$ cat config.mk
export PLATFORM = sky130hd
export DESIGN_NAME = toggle_cnt_bank
export DESIGN_NICKNAME = d
export VERILOG_FILES = /design/src/rtl/toggle_cnt_pkg.sv /design/src/rtl/toggle_cnt_bank_tick_gen.sv /design/src/rtl/toggle_cnt_bank.sv
export SDC_FILE = /design/constraint.sdc
export NUM_CORES = 1
export LEC_CHECK = 0
export ABC_AREA = 1
export ABC_CLOCK_PERIOD_IN_PS = 2000
export CORE_AREA = 10 10 111 113
export DETAILED_ROUTE_END_ITERATION = 16
export DIE_AREA = 0 0 121 123
export HOLD_SLACK_MARGIN = 0.08
export PLACE_DENSITY = 0.57
export SETUP_SLACK_MARGIN = 0.5
export SLEW_MARGIN = 20
export SYNTH_ARGS = -nofsm -noshare
export SYNTH_HDL_FRONTEND = slang
export SYNTH_SLANG_ARGS = --single-unit
$ cat constraint.sdc
create_clock -name clk -period 2 [get_ports clk]
set_input_delay 0.5 -clock clk [delete_from_list [all_inputs] [get_ports clk]]
set_output_delay 0.5 -clock clk [all_outputs]
set_load 0.02 [all_outputs]
$ cat src/rtl/toggle_cnt_pkg.sv
// Shared types and constants for the multi-channel toggle counter bank.
// Holds the default widths, the count-direction encoding and the select-width helper.
package toggle_cnt_pkg;

   localparam int DEFAULT_WIDTH       = 8;
   localparam int DEFAULT_SYNC_STAGES = 2;

   typedef logic [DEFAULT_WIDTH-1:0] cnt_t;

   typedef enum logic {
      DIR_UP   = 1'b0,
      DIR_DOWN = 1'b1
   } dir_e;

   // A single channel still needs a one-bit select port.
   function automatic int sel_width(input int channels);
      return (channels > 1) ? $clog2(channels) : 1;
   endfunction

endpackage

$ cat src/rtl/toggle_cnt_bank_tick_gen.sv
// Prescaler for the counter bank: emits a one-cycle tick every RATIO clocks.
// clr restarts the count so the next tick arrives RATIO cycles later.
module tick_gen #(
   parameter int RATIO = 10
) (
   input  logic clk,
   input  logic rst_n,
   input  logic clr,
   output logic tick
);

   localparam int            PW   = (RATIO > 1) ? $clog2(RATIO) : 1;
   localparam logic [PW-1:0] LAST = PW'(RATIO - 1);

   logic [PW-1:0] p;

   // NOTE: sequential state uses non-blocking assignments so every flop samples pre-edge values.
   always_ff @(posedge clk or negedge rst_n) begin
      if (!rst_n) begin
         p    <= '0;
         tick <= 1'b0;
      end else if (clr) begin
         p    <= '0;
         tick <= 1'b0;
      end else begin
         tick <= (p == LAST);
         p    <= (p == LAST) ? '0 : p + 1'b1;
      end
   end

endmodule

$ cat src/rtl/toggle_cnt_bank.sv
// Bank of switch-toggled up/down counters sharing one prescaled tick and one read bus.
// Define TOGGLE_CNT_BANK_SAT_EN to make counters saturate at their limits instead of wrapping.
module toggle_cnt_bank
   import toggle_cnt_pkg::*;
#(
   parameter  int WIDTH       = DEFAULT_WIDTH,
   parameter  int CHANNELS    = 4,
   parameter  int RATIO       = 10,
   parameter  int SYNC_STAGES = DEFAULT_SYNC_STAGES,
   localparam int SELW        = sel_width(CHANNELS)
) (
   input  logic                clk,
   input  logic                rst_n,
   input  logic                clr,
   input  logic [CHANNELS-1:0] sw,
   input  logic [CHANNELS-1:0] dir,
   input  logic [SELW-1:0]     sel,
   output logic [WIDTH-1:0]    data,
   output logic [CHANNELS-1:0] run,
   output logic [CHANNELS-1:0] tc,
   output logic                tick
);

   localparam logic [WIDTH-1:0] CNT_MAX = '1;

   logic [WIDTH-1:0] cnt    [CHANNELS];
   logic [WIDTH-1:0] cnt_rd [2**SELW];

   tick_gen #(.RATIO(RATIO)) u_tick_gen (
      .clk   (clk),
      .rst_n (rst_n),
      .clr   (clr),
      .tick  (tick)
   );

   for (genvar i = 0; i < CHANNELS; i++) begin : g_ch
      logic [SYNC_STAGES-1:0] sync_q;
      logic                   sync_d;
      logic                   rise;
      logic                   run_q;
      logic                   tc_q;
      logic [WIDTH-1:0]       cnt_q;

      // NOTE: synchroniser and edge flops take rst_n only; clr must not fabricate or swallow edges later.
      always_ff @(posedge clk or negedge rst_n) begin
         if (!rst_n) begin
            sync_q <= '0;
            sync_d <= 1'b0;
         end else begin
            sync_q <= {sync_q[SYNC_STAGES-2:0], sw[i]};
            sync_d <= sync_q[SYNC_STAGES-1];
         end
      end

      assign rise = sync_q[SYNC_STAGES-1] & ~sync_d;

      always_ff @(posedge clk or negedge rst_n) begin
         if (!rst_n) begin
            cnt_q <= '0;
            run_q <= 1'b0;
            tc_q  <= 1'b0;
         end else if (clr) begin
            cnt_q <= '0;
            run_q <= 1'b0;
            tc_q  <= 1'b0;
         end else begin
            tc_q <= 1'b0;
            if (rise) run_q <= ~run_q;
            // The step sees run_q before this edge's toggle.
            if (tick && run_q) begin
               if (dir_e'(dir[i]) == DIR_DOWN) begin
`ifdef TOGGLE_CNT_BANK_SAT_EN
                  if (cnt_q != '0) begin
                     cnt_q <= cnt_q - 1'b1;
                     tc_q  <= (cnt_q == WIDTH'(1));
                  end
`else
                  cnt_q <= cnt_q - 1'b1;
                  tc_q  <= (cnt_q == '0);
`endif
               end else begin
`ifdef TOGGLE_CNT_BANK_SAT_EN
                  if (cnt_q != CNT_MAX) begin
                     cnt_q <= cnt_q + 1'b1;
                     tc_q  <= (cnt_q == CNT_MAX - 1'b1);
                  end
`else
                  cnt_q <= cnt_q + 1'b1;
                  tc_q  <= (cnt_q == CNT_MAX);
`endif
               end
            end
         end
      end

      assign cnt[i] = cnt_q;
      assign run[i] = run_q;
      assign tc[i]  = tc_q;
   end

   // Pad the read mux to the full select range so out-of-range selects read zero.
   for (genvar j = 0; j < 2**SELW; j++) begin : g_rd
      if (j < CHANNELS) begin : g_used
         assign cnt_rd[j] = cnt[j];
      end else begin : g_zero
         assign cnt_rd[j] = '0;
      end
   end

   always_ff @(posedge clk or negedge rst_n) begin
      if (!rst_n) begin
         data <= '0;
      end else if (clr) begin
         data <= '0;
      end else begin
         data <= cnt_rd[sel];
      end
   end

endmodule

==> results.cfg, run 1 <==
[timing]
slew_headroom_pct = 76.3
final-hold-violation-count = 0
fin_crit_sh_pct = 73.0
fin_skew_ns = 0.0147
post-route-min-period_ns = 1.46
rsz0062_at_grt = yes
worstMarginPinSlew_ns = 0.355
max_freq_ghz = 0.685
fin_ws_ns = 0.540
slew_violations = 0
whs_ns = 0.167
setup_viol = 0

[placed_design]
portBuffers = 29
hpwl_mm = 6.91
dp.cells = 705
post-place-ws_ns = -0.161
gp_congestion = 0.831

[power_and_ir_drop]
irDropWorstVdd_v = 0.000380
p_leak_nw = 2.51
total_power_w = 0.00285
cellPowerDensity_mw_per_mm2 = 542

[route]
dr_total_vias = 3643
drtIter0Drc = 200
wl_per_cell_um = 13.4
antenna_left = 0
drc = 0
routed_via_density = 4.94
drt-total-wl_mm = 9.90
firstDrtPassIters = 6

[final_layout]
final_cell_mix = 121 x nand2_1, 61 x inv_1, 55 x dfrtp_1
register_area_mm2 = 0.00164
insertedDiodeCount = 0
final_common_cell = nand2_1
multi_input_area_mm2 = 0.00236
nNetsFinal = 640
n_fill_cell = 934
final_cells = 737
syn2layout_area_growth_pct = 32.2
drive_gt1_share_pct = 27.1

[logic_synthesis]
synth.cell_area_mm2 = 0.00398
synth_area_leaders = dfrtp_1 41%, nand2_1 13%, ha_1 8.2%, inv_1 5.8%, a21oi_1 5.3%
synth_area_per_cell_um2 = 7.66
ys_types = 25
synth-seq-cells = 65
ys_warn_count = 0
yosysSeqAreaShare_pct = 40.9
yosysTopAreaCell = dfrtp_1
yosysTopAreaCellShare_pct = 40.9
synthArstFlopShare_pct = 100
synthesis.nets = 562
postSynthCellCount = 519
synth_ff_type = dfrtp_1
synth_edf_count = 0

[clock_network]
cts_buffer_depth = 2
cts_tree = yes
h-tree-depth = 3
cts_sinks = 65
clock_latency_ns = 0.34
cts_buffers = 9
hold_buffers = 0
cts_root_buf = clkbuf_8
clkTransAtPathRegs_ns = 0.08

[die]
start_util_pct = 39.2
fp.dieArea_mm2 = 0.0149
ios = 30
die_h_um = 123
coreArea_mm2 = 0.0101
rows = 37
die_w_um = 121

[critical_path]
path_depth = 7
max_stage_delay_ns = 0.37
startpoint = dir[0]
path_cells = clkdlybuf4s15_1 > buf_6 > fa_2 > buf_4 > buf_4 > xnor2_2 > o22ai_1
r2r_end = g_ch[0].cnt_q[2]
crit_path_frequent_cell = buf_4
cp_max_fo = 8
endpoint = g_ch[0].cnt_q[2]
arrival_ns = 1.69
slowest_stage = fa_2
cp-end-kind = flip-flop
r2r_slack_ns = 0.55
reg2regPathDepth = 5
cp_num_buf_inv = 4
critPathKind = in2reg
worstPathRequired_ns = 2.23
regToRegStartpoint = g_ch[0].cnt_q[1]
startpoint_type = input pin
cpLargestDelayFamily = buffers and inverters

[global_routing]
antenna_found_initial = 0
met3_usage_pct = 4.01
busiest_layer = met2
grt_pass1_vias = 3577
grt_max_degree = 66
use_met1_pct = 17.0
grt_use_total_pct = 13.9
grt_pass1_wl_mm = 16.9
overflow = 0
use_met2_pct = 23.2

[worst_hold_path]
hp-class = in2async

[flow_run]
max_cap_violations = 0

[status]
status = completed
## cells in the mapped netlist (5+ instances only)
cell type	n
nand3b_1	11
dfrtp_1	65
nor2_1	41
inv_2	9
xor2_1	5
buf_4	8
o22ai_1	5
xnor2_1	5
nand3_1	34
o21ai_1	10
ha_1	26
nand2_1	135
o21ai_0	25
a21oi_1	42
nand4_1	8
inv_1	61
nor3_1	6
or2_2	5
## power by group
group	switching [W]	leakage (nW)	total (W)	internal, W
sequential	0.0000156	0.854	0.00136	0.00134
clock	0.000492	0.102	0.00113	0.000634
combinational	0.000203	1.56	0.000363	0.000160
total	0.000710	2.51	0.00285	0.00214
## worst register-to-register path: cells and delay by family (launching register included)
kind | cells | cell delay, ns
compound gates | 1 | 0.08
xor+xnor | 1 | 0.14
fa+ha+maj | 1 | 0.41
buf+inv | 2 | 0.27
flops | 1 | 0.45
## registers in the layout, indices dropped and copies added (netlist names)
name	flops
g_ch.tc_q	4
g_ch.run_q	4
u_tick_gen.p	4
g_ch.sync_d	4
data	8
g_ch.cnt_q	32
g_ch.sync_q	8
u_tick_gen.tick	1
## per-stage QoR
stage	setup TNS, ns	cell area, um^2	util (%)
final	0	5260	51.9
after CTS	0	5140	50.7
after floorplan	0	3990	-
after global routing	0	5260	51.9
after global placement	-1.78	4630	45.6
after detailed placement	-2.24	4630	45.6
## final cells by class
cell class	count	share of cell area, %
clock buffers	12	2.95
clock inverters	3	0.762
inverters	70	5.00
multi-input cells	371	44.9
flip-flops and latches	65	31.2
well taps	136	3.24
repair buffers	80	12.0
## cell families (layout without fill, tap and decap cells)
logic type	Yosys count	after routing	synth area share (%)
flops	65	65	40.9
xor+xnor	10	10	2.20
fa+ha+maj	30	30	10.2
buf+inv	83	165	8.75
compound gates	83	83	10.7
simple gates	248	248	27.3
## how the worst min path moves through the flow
| stage | end | cells past startpoint | slack, ns |
|---|---|---|---|
| 2_1_floorplan | data[0] | 0 | 0.20 |
| 3_3_place_gp | g_ch[2].sync_q[1] | 0 | 0.33 |
| 3_5_place_dp | g_ch[1].sync_q[1] | 0 | 0.34 |
| 4_1_cts | g_ch[1].sync_d | 2 | 0.17 |
| 5_1_grt | g_ch[1].sync_d | 2 | 0.19 |
| 6_report | g_ch[0].cnt_q[6] | 2 | 0.17 |
## layer usage
layer  wire (um)  part of all wire [%]
met1        4670                    47
met2        4680                    47
met3         420                   4.2
met4         133                   1.3
met5           0                     0
## timing repair
item	CTS	global route
pin swaps	20	27
resized for setup	97	42
buffers inserted	7	9
endpoints found under the setup margin	41	27
cloned	1	0
No activity file was read; power rests on OpenSTA's default activity.
==> run 2: changes to the inputs <==
--- a/config.mk
+++ b/config.mk
@@ -6,7 +6,7 @@
 export NUM_CORES = 1
 export LEC_CHECK = 0
 export ABC_AREA = 1
-export ABC_CLOCK_PERIOD_IN_PS = 2000
+export ABC_CLOCK_PERIOD_IN_PS = 1500
 export CORE_AREA = 10 10 111 113
 export DETAILED_ROUTE_END_ITERATION = 16
 export DIE_AREA = 0 0 121 123
==> constraint.sdc (replaced) <==
create_clock -name clk -period 1.5 [get_ports clk]
set_input_delay 0.375 -clock clk [delete_from_list [all_inputs] [get_ports clk]]
set_output_delay 0.375 -clock clk [all_outputs]
set_load 0.02 [all_outputs]
==> run 2 against run 1 <==
  * Final area is 21% higher
  * Die area unchanged
  * Combinational power rose by 80%
  * Core utilization rose by 11 points
  * Sequential power rose by 34%
==> results.cfg, run 2 (synthesis results as in run 1) <==
[status]
status = completed

[critical_path]
endpoint = g_ch[2].cnt_q[6]
critPathKind = reg2reg
r2r_slack_ns = 0.07
startpoint_type = flip-flop
cp_max_fo = 3
arrival_ns = 1.67
startpoint = g_ch[2].cnt_q[0]
regToRegStartpoint = g_ch[2].cnt_q[0]
worstPathRequired_ns = 1.75
r2r_end = g_ch[2].cnt_q[6]
reg2regPathDepth = 7
cp-end-kind = flip-flop

[timing]
max_freq_ghz = 0.700
slew_violations = 0
fin_crit_sh_pct = 95.2
final-hold-violation-count = 0
post-route-min-period_ns = 1.43
fin_skew_ns = 0.00928
slew_headroom_pct = 84.5
setup_viol = 0
worstMarginPinSlew_ns = 0.230
rsz0062_at_grt = yes

[power_and_ir_drop]
p_leak_nw = 3.03
total_power_w = 0.00412
intPower_w = 0.00309
comb_power_share_pct = 15.8
cellPowerDensity_mw_per_mm2 = 649
power_frac_seq_pct = 44.1
p_sw_share_pct = 25.0
pwr-share-clk_pct = 40.0
p_sw_w = 0.00103
irDropWorstVdd_v = 0.000601

[global_routing]
grt_pass1_wl_mm = 18.3
grt_use_total_pct = 15.1
grt_max_degree = 43
grt_pass1_vias = 3959
overflow = 0
antenna_found_initial = 0

[die]
start_util_pct = 39.2
die_h_um = 123
fp.dieArea_mm2 = 0.0149
die_w_um = 121
rows = 37
coreArea_mm2 = 0.0101
ios = 30

[final_layout]
nNetsFinal = 698
insertedDiodeCount = 0
final_common_cell = nand2_1
syn2layout_area_growth_pct = 59.5
fin_area_mm2 = 0.00634
top_regs = g_ch.cnt_q (32), data (8), g_ch.sync_q (8)
largest_register_ffs = 32
regMostFlops = g_ch.cnt_q
n_fill_cell = 846
final_cell_mix = 101 x nand2_1, 71 x buf_4, 60 x dfrtp_1
drive_gt1_share_pct = 43.6

[route]
dr_total_vias = 3922
wl_per_cell_um = 14.1
antenna_left = 0
drt-total-wl_mm = 11.2
routed_via_density = 4.93
drtIter0Drc = 174
drc = 0
firstDrtPassIters = 6

[clock_network]
cts_buffer_depth = 2
cts_buffers = 9
clkTransAtPathRegs_ns = 0.07
cts_tree = yes
clock_latency_ns = 0.35
h-tree-depth = 3
cts_sinks = 65
cts_root_buf = clkbuf_8

[placed_design]
hpwl_mm = 7.57
postPlaceCellArea_mm2 = 0.00514
portBuffers = 29
gp_congestion = 0.849

[flow_run]
max_cap_violations = 0

[worst_hold_path]
hp-class = reg2reg
## run 2: changes by cell type in the layout (fill, tap and decap cells not counted), sizes merged
cell           before  now
clkdlybuf4s50       7    4
dlygate4sd2         0    2
dlygate4sd3         0    1
bufbuf              0    2
clkdlybuf4s15       5    1
clkinv              2    1
bufinv              1    2
buf                62  126
nor2               45   46
clkbuf             18   13
## run 2: timing repair
action / 4_1_cts / 5_1_grt
resized for setup: 201 / 82
setup endpoints to repair: 69 / 66
hold buffers: 1 / 0
pin swaps: 70 / 74
endpoints found under the hold margin: 65 / 0
setup buffers: 22 / 21
cloned: 4 / 0
## run 2: how the worst min path moves through the flow
stage | startpoint | to | cells after the start
CTS | g_ch[1].sync_q[0] | g_ch[1].sync_q[1] | 0
global placement | g_ch[3].sync_q[0] | g_ch[3].sync_q[1] | 0
floorplan | rst_n | data[0] | 0
global route | g_ch[1].sync_q[0] | g_ch[1].sync_q[1] | 0
detailed placement | g_ch[1].sync_q[0] | g_ch[1].sync_q[1] | 0
finish | g_ch[1].sync_q[0] | g_ch[1].sync_q[1] | 0
## run 2: power by group through the flow
stage | Combinational [W] | Sequential (W) | Clock, W
after floorplan | 0.000246 | 0.00185 | 0
after global placement | 0.000509 | 0.00185 | 0
after detailed placement | 0.000518 | 0.00185 | 0
after CTS | 0.000616 | 0.00182 | 0.00167
after global routing | 0.000714 | 0.00182 | 0.00177
final | 0.000652 | 0.00182 | 0.00165
## run 2: layer usage
layer | share of wire (%) | track usage, %
met2 | 49 | 25.8
met4 | 2.2 | 6.03
met1 | 44 | 17.9
met3 | 4.4 | 3.65
met5 | 0 | 0
## run 2: critical path: stages (launching register included)
cell,delay [ns]
dfrtp_1,0.42
fa_2,0.39
nand2_2,0.09
nand2_2,0.08
nand3b_1,0.11
nand3_1,0.09
nand3_1,0.10
nand2_1,0.05
## run 2: per-stage QoR
stage | hold WS (ns) | utilization (%) | cells | setup slack, ns | setup TNS (ns)
floorplan | 0.0794 | - | 519 | 0.166 | 0
CTS | 0.352 | 58.3 | 774 | 0.127 | 0
detailed placement | 0.337 | 50.7 | 732 | -0.487 | -12.54
global placement | 0.334 | 50.7 | 732 | -0.469 | -12.24
global route | 0.358 | 62.6 | 795 | -0.000967 | -0.000967
finish | 0.349 | 62.6 | 795 | 0.0723 | 0
## run 2: layout make-up
type                            instances  area, um^2  area share [%]
Clock inverter                          3        65.1            1.03
Inverter                               70         290            4.58
Sequential cell                        65        1630            25.7
Timing Repair Buffer                  137        1340            21.2
Multi-Input combinational cell        372        2700            42.5
Tap cell                              136         170            2.68
Clock buffer                           12         145            2.29
